<file path="config.mk">
export PLATFORM = sky130hd
export DESIGN_NAME = jtag_tap_ctrl
export DESIGN_NICKNAME = d
export VERILOG_FILES = /design/src/rtl/jtag_pkg.sv /design/src/rtl/jtag_tap_fsm.sv /design/src/rtl/jtag_tap_ctrl.sv
export SDC_FILE = /design/constraint.sdc
export NUM_CORES = 1
export LEC_CHECK = 0
export ABC_AREA = 0
export ABC_CLOCK_PERIOD_IN_PS = 2400
export CORE_UTILIZATION = 45
export CTS_CLUSTER_SIZE = 16
export DETAILED_ROUTE_END_ITERATION = 16
export PLACE_DENSITY = 0.69
export REMOVE_ABC_BUFFERS = 1
export SYNTH_ARGS = -nofsm -noshare
export SYNTH_HDL_FRONTEND = slang
export SYNTH_SLANG_ARGS = --single-unit
</file>
<file path="constraint.sdc">
create_clock -name TCK -period 2.4 [get_ports TCK]
set_input_delay 0.24 -clock TCK [delete_from_list [all_inputs] [get_ports TCK]]
set_output_delay 0.24 -clock TCK [all_outputs]
set_load 0.1 [all_outputs]
</file>
<file path="src/rtl/jtag_pkg.sv">
// Shared JTAG TAP definitions: state encoding, opcodes
// and the fixed IR capture pattern.
package jtag_pkg;

   typedef enum logic [3:0] {
      TLR    = 4'd0,
      RTI    = 4'd1,
      SEL_DR = 4'd2,
      CAP_DR = 4'd3,
      SH_DR  = 4'd4,
      EX1_DR = 4'd5,
      PAU_DR = 4'd6,
      EX2_DR = 4'd7,
      UPD_DR = 4'd8,
      SEL_IR = 4'd9,
      CAP_IR = 4'd10,
      SH_IR  = 4'd11,
      EX1_IR = 4'd12,
      PAU_IR = 4'd13,
      EX2_IR = 4'd14,
      UPD_IR = 4'd15
   } tap_state_e;

   typedef enum logic [1:0] {
      DR_BYPASS = 2'd0,
      DR_IDCODE = 2'd1,
      DR_USER   = 2'd2
   } dr_sel_e;

   // Truncated to IR_LENGTH at the point of use
   localparam logic [31:0] OP_BYPASS = '1;
   localparam int OP_IDCODE          = 1;
   localparam int OP_USER_BASE       = 2;
   localparam int IDCODE_LENGTH      = 32;

   localparam logic [1:0] IR_CAPTURE_PAT = 2'b01;

endpackage

</file>
<file path="src/rtl/jtag_tap_fsm.sv">
// IEEE 1149.1 TAP state register and next-state logic.
// TMS-driven, synchronous TRST to TEST_LOGIC_RESET.
module jtag_tap_fsm
   import jtag_pkg::*;
(
   input  logic       TCK,
   input  logic       TRST,
   input  logic       TMS,
   output tap_state_e tap_state
);

   tap_state_e state_nxt;

   always_comb begin
      state_nxt = tap_state;
      case (tap_state)
         TLR:     state_nxt = TMS ? TLR    : RTI;
         RTI:     state_nxt = TMS ? SEL_DR : RTI;
         SEL_DR:  state_nxt = TMS ? SEL_IR : CAP_DR;
         CAP_DR:  state_nxt = TMS ? EX1_DR : SH_DR;
         SH_DR:   state_nxt = TMS ? EX1_DR : SH_DR;
         EX1_DR:  state_nxt = TMS ? UPD_DR : PAU_DR;
         PAU_DR:  state_nxt = TMS ? EX2_DR : PAU_DR;
         EX2_DR:  state_nxt = TMS ? UPD_DR : SH_DR;
         UPD_DR:  state_nxt = TMS ? SEL_DR : RTI;
         SEL_IR:  state_nxt = TMS ? TLR    : CAP_IR;
         CAP_IR:  state_nxt = TMS ? EX1_IR : SH_IR;
         SH_IR:   state_nxt = TMS ? EX1_IR : SH_IR;
         EX1_IR:  state_nxt = TMS ? UPD_IR : PAU_IR;
         PAU_IR:  state_nxt = TMS ? EX2_IR : PAU_IR;
         EX2_IR:  state_nxt = TMS ? UPD_IR : SH_IR;
         UPD_IR:  state_nxt = TMS ? SEL_DR : RTI;
         default: state_nxt = TLR;
      endcase
   end

   always_ff @(posedge TCK) begin
      if (TRST) tap_state <= TLR;
      else      tap_state <= state_nxt;
   end

endmodule

</file>
<file path="src/rtl/jtag_tap_ctrl.sv">
// Parametrised JTAG TAP: IR, BYPASS, IDCODE and user DRs
// with parallel capture/update and falling-edge TDO.
module jtag_tap_ctrl
   import jtag_pkg::*;
#(
   parameter int          IR_LENGTH      = 4,
   parameter int          NUM_USER_DR    = 2,
   parameter int          USER_DR_LENGTH = 8,
   parameter logic [31:0] IDCODE_VALUE   = 32'h1000_0001
) (
   input  logic                                  TCK,
   input  logic                                  TRST,
   input  logic                                  TMS,
   input  logic                                  TDI,
   output logic                                  TDO,
   output logic                                  TDO_EN,
   output logic [IR_LENGTH-1:0]                  ir_value,
   output logic [3:0]                            tap_state,
   input  logic [NUM_USER_DR*USER_DR_LENGTH-1:0] user_capture_data,
   output logic [NUM_USER_DR*USER_DR_LENGTH-1:0] user_update_data,
   output logic [NUM_USER_DR-1:0]                user_update_strobe
);

   localparam int UL = USER_DR_LENGTH;

   tap_state_e state;

   logic [IR_LENGTH-1:0]     ir_sr;
   logic [IR_LENGTH-1:0]     ir_cap;
   logic [IR_LENGTH-1:0]     ir_shift;
   logic                     bypass_sr;
   logic [IDCODE_LENGTH-1:0] idcode_sr;
   logic [UL-1:0]            user_sr;
   logic [UL-1:0]            user_shift;
   logic [UL-1:0]            user_cap;
   logic [NUM_USER_DR-1:0]   sel_user;
   dr_sel_e                  dr_sel;
   logic                     dr_lsb;
   logic                     regs_rst;

   jtag_tap_fsm u_fsm (
      .TCK       (TCK),
      .TRST      (TRST),
      .TMS       (TMS),
      .tap_state (state)
   );

   assign tap_state = state;

   // Register reset on TRST and on every edge that lands in TLR
   assign regs_rst = TRST
                   | (TMS & ((state == TLR) | (state == SEL_IR)));

   assign ir_cap   = IR_LENGTH'(IR_CAPTURE_PAT);
   assign ir_shift = {TDI, ir_sr[IR_LENGTH-1:1]};

   if (UL > 1) begin : g_ush
      assign user_shift = {TDI, user_sr[UL-1:1]};
   end else begin : g_ush1
      assign user_shift = TDI;
   end

   always_comb begin
      sel_user = '0;
      for (int k = 0; k < NUM_USER_DR; k++) begin
         sel_user[k] = (ir_value == IR_LENGTH'(OP_USER_BASE + k));
      end
   end

   always_comb begin
      user_cap = '0;
      for (int k = 0; k < NUM_USER_DR; k++) begin
         if (sel_user[k]) user_cap = user_capture_data[k*UL +: UL];
      end
   end

   // Unassigned opcodes fall through to BYPASS
   always_comb begin
      dr_sel = DR_BYPASS;
      unique case (1'b1)
         (ir_value == OP_BYPASS[IR_LENGTH-1:0]):  dr_sel = DR_BYPASS;
         (ir_value == IR_LENGTH'(OP_IDCODE)):     dr_sel = DR_IDCODE;
         (|sel_user):                             dr_sel = DR_USER;
         default:                                 dr_sel = DR_BYPASS;
      endcase
   end

   always_comb begin
      dr_lsb = bypass_sr;
      unique case (dr_sel)
         DR_IDCODE: dr_lsb = idcode_sr[0];
         DR_USER:   dr_lsb = user_sr[0];
         default:   dr_lsb = bypass_sr;
      endcase
   end

   always_ff @(posedge TCK) begin
      if (regs_rst) begin
         ir_sr              <= '0;
         ir_value           <= IR_LENGTH'(OP_IDCODE);
         bypass_sr          <= 1'b0;
         idcode_sr          <= '0;
         user_sr            <= '0;
         user_update_data   <= '0;
         user_update_strobe <= '0;
      end else begin
         user_update_strobe <= '0;
         case (state)
            CAP_IR: ir_sr    <= ir_cap;
            SH_IR:  ir_sr    <= ir_shift;
            UPD_IR: ir_value <= ir_sr;
            CAP_DR: begin
               unique case (dr_sel)
                  DR_IDCODE: idcode_sr <= IDCODE_VALUE;
                  DR_USER:   user_sr   <= user_cap;
                  default:   bypass_sr <= 1'b0;
               endcase
            end
            SH_DR: begin
               unique case (dr_sel)
                  DR_IDCODE: idcode_sr <= {TDI, idcode_sr[IDCODE_LENGTH-1:1]};
                  DR_USER:   user_sr   <= user_shift;
                  default:   bypass_sr <= TDI;
               endcase
            end
            UPD_DR: begin
               for (int k = 0; k < NUM_USER_DR; k++) begin
                  if (sel_user[k]) begin
                     user_update_data[k*UL +: UL] <= user_sr;
                     user_update_strobe[k]        <= 1'b1;
                  end
               end
            end
            default: ;
         endcase
      end
   end

   always_ff @(negedge TCK) begin
      TDO    <= 1'b0;
      TDO_EN <= 1'b0;
      if (state == SH_IR) begin
         TDO    <= ir_sr[0];
         TDO_EN <= 1'b1;
      end else if (state == SH_DR) begin
         TDO    <= dr_lsb;
         TDO_EN <= 1'b1;
      end
   end

endmodule

</file>
Word level (Yosys, flattened, before mapping)
Index checks and enable logic that the tools add are counted.
Cells by class
  reductions and logical operators: 14
  equality and inequality tests: 26
  muxes and demuxes: 32
  bitwise gates (word level): 4
Operator list (number)
  32-bit 2-to-1 mux: 2
  32-bit case mux with 2 select lines: 1
  4-bit case mux with 12 select lines: 1
  4-bit equality test (second input constant): 8
  8-bit 2-to-1 mux: 4
  4-bit by 2-bit equality test with 1-bit output (second input constant): 4
  4-bit by 3-bit equality test with 1-bit output (second input constant): 4
  4-bit 2-to-1 mux: 4
  8-bit case mux with 2 select lines: 1
  1-bit 2-to-1 mux: 10
  2-bit OR reduction: 5
  3-bit AND reduction: 3
  4-bit by 1-bit equality test with 1-bit output (second input constant): 2
  2-bit inequality test (second input constant): 4
  4-bit case mux with 2 select lines: 1
  2-bit 2-to-1 mux: 3
  3-bit 2-to-1 mux: 2
  4-bit logical NOT: 1
  2-bit by 1-bit inequality test with 1-bit output (second input constant): 2
  1-bit case mux with 2 select lines: 2
  2-bit case mux with 2 select lines: 1
  2-bit AND reduction: 2
  2-bit nonzero test: 2
  3-bit OR reduction: 1
  other kinds (5): 6
Word-level totals
  output and inout port bits: 28
  word-level logic and storage cells: 87
  input port bits: 20
  flip-flop bits (word level): 73

Longest topological paths before layout
Gate-level depths: netlist (run 1).
  word-level depth: 7
  depth in mapped cells: 9
  gate-level depth less buffers: 8

Cells and area by module
From an unflattened synthesis (run 1), not the netlist that was laid out.
Second synthesis, totals
  cells, all modules: 324
  area, all modules: 3009.1 µm²
By module, submodules not included
  jtag_tap_ctrl: area each 2677.6 µm², cells an instance 285, seq. area each 1381.3 µm², times used 1
  jtag_tap_fsm: area each 331.6 µm², cells an instance 39, seq. area each 80.1 µm², times used 1

==> results of run 1 <==
what timing repair did:
| action | 4_1_cts | 5_1_grt |
|---|---|---|
| pin swaps | 4 | 0 |
| setup endpoints to repair | 1 | 2 |
| gates cloned | 0 | 0 |
| gates resized for setup | 6 | 0 |
| setup buffers | 3 | 0 |
power by group through the flow:
stage	Combinational, mW	Sequential [mW]	Clock (mW)
after floorplan	0.0962	1.32	0.00783
after global placement	0.276	1.26	0.00783
after detailed placement	0.277	1.26	0.00783
after CTS	0.279	1.23	0.955
after global routing	0.301	1.23	1.01
final	0.279	1.23	0.918
per-stage QoR:
stage	util [%]	worst slack (ns)	hold WS [ns]	area, µm²	total power [mW]
after floorplan	-	-1.98	0.309	2870	1.43
after global placement	56.0	-0.163	0.441	3580	1.54
after detailed placement	56.0	-0.251	0.451	3580	1.54
after CTS	59.7	-0.128	0.460	3810	2.46
after global routing	59.7	-0.193	0.479	3810	2.54
final	59.7	-0.129	0.460	3810	2.43
critical path: stages (launching register included):
cell	delay, ns
dfxtp_2	0.35
nor2_1	0.04
nand3b_1	0.16
inv_1	0.07
ha_2	0.19
a22oi_2	0.16
o21ai_1	0.08
a32o_1	0.20
routing by layer:
metal | vias to the layer above | track usage (%)
met2 | 64 | 30.5
met5 | - | 0
met4 | 0 | 7.40
met1 | 1153 | 24.7
li1 | 1227 | -
met3 | 4 | 4.95
layout by cell type (no fill, tap or decap), types with 3 or more instances in the layout:
| cell type | count |
|---|---|
| mux2_2 | 7 |
| a22oi_1 | 37 |
| o2bb2ai_1 | 7 |
| mux2i_1 | 19 |
| nand2_1 | 8 |
| dfxtp_1 | 71 |
| buf_4 | 49 |
| clkbuf_8 | 9 |
| clkdlybuf4s50_1 | 19 |
| inv_1 | 12 |
| and2_1 | 3 |
| buf_12 | 3 |
| a21oi_1 | 9 |
| nand3_1 | 4 |
| nor2b_1 | 5 |
| nor2_1 | 57 |
kinds of logic after synthesis:
family / share of synthesized area (%)
buffers and inverters: 5.39
muxes: 8.99
DFF: 48.8
adders and majority gates: 0.836
AOI/OAI and AO/OA: 19.7
and+or+nand+nor: 15.7
xor gates and xnor gates: 0.585
sequential cells by signal, indices dropped and copies added, names as in the netlist:
name,cells
idcode_sr,32
user_update_data,16
user_sr,8
ir_sr,4
ir_value,4
u_fsm.tap_state,4
user_update_strobe,2
TDO,1
TDO_EN,1
bypass_sr,1
worst max-delay path by stage:
| stage | startpoint | end | slack (ns) | depth (start not counted) |
|---|---|---|---|---|
| after floorplan | u_fsm.tap_state[0]$_SDFF_PP0_ | user_sr[0]$_SDFFE_PP0P_ | -1.98 | 4 |
| after global placement | ir_value[3]$_SDFFE_PP0P_ | TDO$_DFF_N_ | -0.16 | 6 |
| after detailed placement | ir_value[3]$_SDFFE_PP0P_ | TDO$_DFF_N_ | -0.25 | 6 |
| after CTS | ir_value[2]$_SDFFE_PP0P_ | TDO$_DFF_N_ | -0.13 | 6 |
| after global routing | ir_value[3]$_SDFFE_PP0P_ | TDO$_DFF_N_ | -0.19 | 7 |
| final | ir_value[3]$_SDFFE_PP0P_ | TDO$_DFF_N_ | -0.13 | 7 |
cell type report:
type | instances | area, µm²
Inverter | 10 | 37.5
Clock inverter | 7 | 63.8
Clock buffer | 11 | 131
Tap cell | 77 | 96.3
Multi-Input combinational cell | 202 | 1400
Sequential cell | 73 | 1460
Timing Repair Buffer | 71 | 618
Fill cell | 556 | 2570
==> metrics.txt, run 1 <==
Seq/Total Area, Yosys=48.8%; layout cells sized above 1=23.5%; count leader, synth=dfxtp_1; Syn-to-layout area delta=27.4%; CTS Buf Count=9; Cell Pwr Density=636 mW/mm²; Worst-path clk slew=0.07 ns; Max-slew headroom=17.7%; final setup TNS=-0.129 ns; vias in the first global route=2233; ys async rst share=0%; failing checks=setup timing; initial antenna violation count=0; Worst Hold Launch=ir_sr[1]$_SDFFE_PP0P_; hold buffer count at CTS=0; half-perimeter wire length after placement=4.15 mm; reg2reg end=TDO$_DFF_N_; Hold Path End=ir_sr[1]$_SDFFE_PP0P_; clock root cell=clkbuf_8; uppermost routed layer=met4; die width=83.6 µm; Chip Height=83.6 µm; max_cap viols=0; later-pin clock latency in the skew report=0.37 ns; core area=0.00639 mm²; Post-synth top flop=dfxtp_1; DR vias=2448; # setup viols final=1; first drt pass iteration count=4; row count=29; Routed Antenna Nets=0; clock skew=0.0390 ns; LEAKAGE=1.49 nW; final wirelength=6.24 mm; Least-Margin Pin Slew=1.23 ns; Max Root-Sink Buffers=2; I/O pin count=48; crit path kind=flop to flop; outcome=finished with violations; first-pass GRT wire length=10.6 mm; sw power=0.621 mW; Fin. Hold Viols=0; Port Buffer Count=47; FF-to-FF setup slack=-0.13 ns; Pins Over Slew Limit=0; Critical Path RT=1.46 ns; Mean Syn Cell Area=9.56 µm²; largest net degree at the start of global routing=45; slack of the critical path=-0.129 ns; gr ovfl total=0; wire per inst=13.8 µm; Max FO, Critical Path=3; Post-synth top cells=dfxtp_1 (73), nor2_1 (57), a22oi_1 (38); area leader, netlist=dfxtp_1; Arr. time, crit path=1.59 ns; Peak VDD IR=0.478 mV; CTS tree=done; sequential power share=50.6%; Via density=5.43; met2 WL=2.99 mm; Clk pwr share=37.9%; First DRT Iteration DRCs=138; Gate Count Post-Synth=313; # H-tree levels=3; Yosys cell types=54; Synth Register Bits=73; Cell Area, Synth=0.00299 mm²; # diodes=0; wl on met1=2.92 mm; share of the synthesized area in the top cell type=48.8%; Yosys Warn Count=0; Critical Path Source Type=flop; Initial Util=46.9%; worst r2r path cells=7; EDFF count, synth=0; worst hold path class=flop to flop; GRT Total Usage=19.1%; final RePlAce weighted congestion=0.754; Routed met3 length=285 µm; drt drc=0; Worst R2R Start=ir_value[3]$_SDFFE_PP0P_; clk sink count=73; crit end category=flop; switching part of the total=25.6%; unrepaired setup endpoints after global routing=true; Layout Cells excl Fill=451; Internal Power=1.80 mW; Logic pwr share=11.5%; synth top area cells=dfxtp_1 (49%), a22oi_1 (9.5%), nor2_1 (7.1%), mux2i_1 (6.4%), mux2_2 (2.6%); NumNets Final=391; Die Area=0.00698 mm²; WHS Path Cells=2; Placed Cells=431
(Power assumes the default switching activity.)
==> run 2, diff against run 1 <==
--- a/config.mk
+++ b/config.mk
@@ -7,10 +7,11 @@
 export LEC_CHECK = 0
 export ABC_AREA = 0
 export ABC_CLOCK_PERIOD_IN_PS = 2400
-export CORE_UTILIZATION = 45
+export CAP_MARGIN = 40
+export CORE_UTILIZATION = 53
 export CTS_CLUSTER_SIZE = 16
 export DETAILED_ROUTE_END_ITERATION = 16
-export PLACE_DENSITY = 0.69
+export PLACE_DENSITY = 0.79
 export REMOVE_ABC_BUFFERS = 1
 export SYNTH_ARGS = -nofsm -noshare
 export SYNTH_HDL_FRONTEND = slang
==> run 2 against run 1 <==
The flow still finishes with violations (setup timing). Cell count increased by 0.67%. Global-route usage up 5.4 points. Power up 10%. Hold slack got worse by 0.0072 ns. Combinational power increased by 2%. Design area rose by 4.1%. Non-clock buffer count is 10 higher. Setup slack worse by 0.051 ns. Die area fell by 15%. Routed wire length grew 8.4%. Largest power group unchanged.
==> metrics.txt, run 2 (synthesis gave the netlist of run 1 again) <==
clock skew=0.0441 ns (was 0.0390 ns); fin util=75.3% (was 59.7%); Worst-path clk slew=0.07 ns (about the same); CTS tree=done (unchanged); # setup viols final=1 (unchanged); crit end category=flop (unchanged); worst r2r path cells=7 (unchanged); max_cap viols=0 (unchanged); most frequent cells in the layout=dfxtp_1 (70), nor2_1 (57), buf_4 (51), a22oi_1 (37) (was dfxtp_1 (71), nor2_1 (57), buf_4 (49), a22oi_1 (37)); DR vias=2532 (was 2448); crit path kind=flop to flop (unchanged); Cell Pwr Density=675 mW/mm² (was 636 mW/mm²); Max FO, Critical Path=3 (unchanged); Multi-input gate area=0.00141 mm² (was 0.00140 mm²); Pins Over Slew Limit=0 (unchanged); layout cells sized above 1=26.6% (was 23.5%); Routed Antenna Nets=0 (unchanged); Die Area=0.00595 mm² (was 0.00698 mm²); Initial Util=56.8% (was 46.9%); GRT Total Usage=24.4% (was 19.1%); max reg flops=32 (unchanged); die width=77.1 µm (was 83.6 µm); clk sink count=73 (unchanged); biggest regs=idcode_sr x32, user_update_data x16, user_sr x8 (unchanged); Critical Path RT=1.46 ns (about the same); Via density=5.58 (was 5.43); core area=0.00527 mm² (was 0.00639 mm²); Critical Path Source Type=flop (unchanged); LEAKAGE=1.57 nW (was 1.49 nW); WHS Path Cells=2 (unchanged); # diodes=0 (unchanged); final wirelength=6.77 mm (was 6.24 mm); later-pin clock latency in the skew report=0.38 ns (was 0.37 ns); row count=26 (was 29); largest net degree at the start of global routing=32 (was 45); Syn-to-layout area delta=32.7% (was 27.4%); CTS Buf Count=9 (unchanged); # H-tree levels=3 (unchanged); First DRT Iteration DRCs=177 (was 138); fill count=371 (was 556); Arr. time, crit path=1.64 ns (was 1.59 ns); final RePlAce weighted congestion=0.783 (was 0.754); gr ovfl total=0 (unchanged); hold_ws=0.452 ns (was 0.460 ns); Reg area=0.00147 mm² (was 0.00146 mm²); register with the most flip-flops=idcode_sr (unchanged); commonest non-fill, non-tap cell in the layout=dfxtp_1 (unchanged); Max Root-Sink Buffers=2 (unchanged); Port Buffer Count=47 (unchanged); failing checks=setup timing (unchanged); vias in the first global route=2428 (was 2233); Chip Height=77.1 µm (was 83.6 µm); Fin. Hold Viols=0 (unchanged); unrepaired setup endpoints after global routing=true (unchanged); clock root cell=clkbuf_8 (unchanged); first-pass GRT wire length=11.3 mm (was 10.6 mm); Least-Margin Pin Slew=0.571 ns (was 1.23 ns); drt drc=0 (unchanged); slack of the critical path=-0.180 ns (was -0.129 ns); Peak VDD IR=0.504 mV (was 0.478 mV); initial antenna violation count=0 (unchanged); wire per inst=14.9 µm (was 13.8 µm); first drt pass iteration count=5 (was 4); half-perimeter wire length after placement=4.28 mm (was 4.15 mm); NumNets Final=401 (was 391); I/O pin count=48 (unchanged); outcome=finished with violations (unchanged); Max-slew headroom=61.9% (was 17.7%); worst hold path class=flop to flop (unchanged)
==> run 2: critical path: stages (launching register included) <==
cell,delay [ns]
dfxtp_2,0.35
nor2_1,0.05
nand3b_1,0.16
inv_1,0.08
ha_2,0.20
a22oi_2,0.17
o21ai_2,0.09
a32o_1,0.21
==> run 2: metal layers <==
layer | vias to the layer above | track usage, % | wire (µm)
li1 | 1249 | - | -
met4 | 0 | 13.2 | 140
met5 | - | 0 | 0
met3 | 13 | 5.71 | 361
met2 | 80 | 40.1 | 3310
met1 | 1190 | 29.5 | 2960
==> run 2: where the power goes <==
part           switching (mW)  leakage (nW)  internal (mW)  total, mW
clock                   0.464         0.128          0.701       1.17
sequential            0.00960         0.590           1.22       1.23
combinational           0.180         0.850          0.104      0.284
total                   0.654          1.57           2.02       2.68
==> run 2: repair_timing <==
item,4_1_cts,5_1_grt
setup endpoints to repair,1,2
pin swaps,5,3
hold buffers,0,0
gates resized for setup,8,9
setup buffers,11,0
==> run 2: through the flow <==
| step | std cells | worst slack [ns] | power [mW] | cell area, µm² | setup TNS (ns) |
|---|---|---|---|---|---|
| 2_1_floorplan | 286 | -1.98 | 1.43 | 2870 | -106.23 |
| 3_3_place_gp | 426 | -0.161 | 1.53 | 3570 | -0.161 |
| 3_5_place_dp | 427 | -0.201 | 1.54 | 3590 | -0.201 |
| 4_1_cts | 455 | -0.117 | 2.69 | 3940 | -0.188 |
| 5_1_grt | 454 | -0.225 | 2.78 | 3970 | -0.261 |
| 6_report | 454 | -0.180 | 2.68 | 3970 | -0.180 |
==> run 2: layout make-up <==
| type | count | area share (%) |
|---|---|---|
| sequential | 73 | 36.9 |
| inverter | 10 | 0.945 |
| tap | 70 | 2.21 |
| clock inverter | 8 | 3.09 |
| clock buffer | 10 | 3.21 |
| timing repair buffer | 81 | 18.1 |
| multi-input combinational | 202 | 35.5 |
==> run 2: path summary, 6_finish.rpt <==
path | start | end | slack [ns]
worst max-delay path | ir_value[2]$_SDFFE_PP0P_ | TDO$_DFF_N_ | -0.18
worst min-delay path | ir_sr[1]$_SDFFE_PP0P_ | ir_sr[1]$_SDFFE_PP0P_ | 0.45
worst min register to register | ir_sr[1]$_SDFFE_PP0P_ | ir_sr[1]$_SDFFE_PP0P_ | 0.45
worst max register to register | ir_value[2]$_SDFFE_PP0P_ | TDO$_DFF_N_ | -0.18
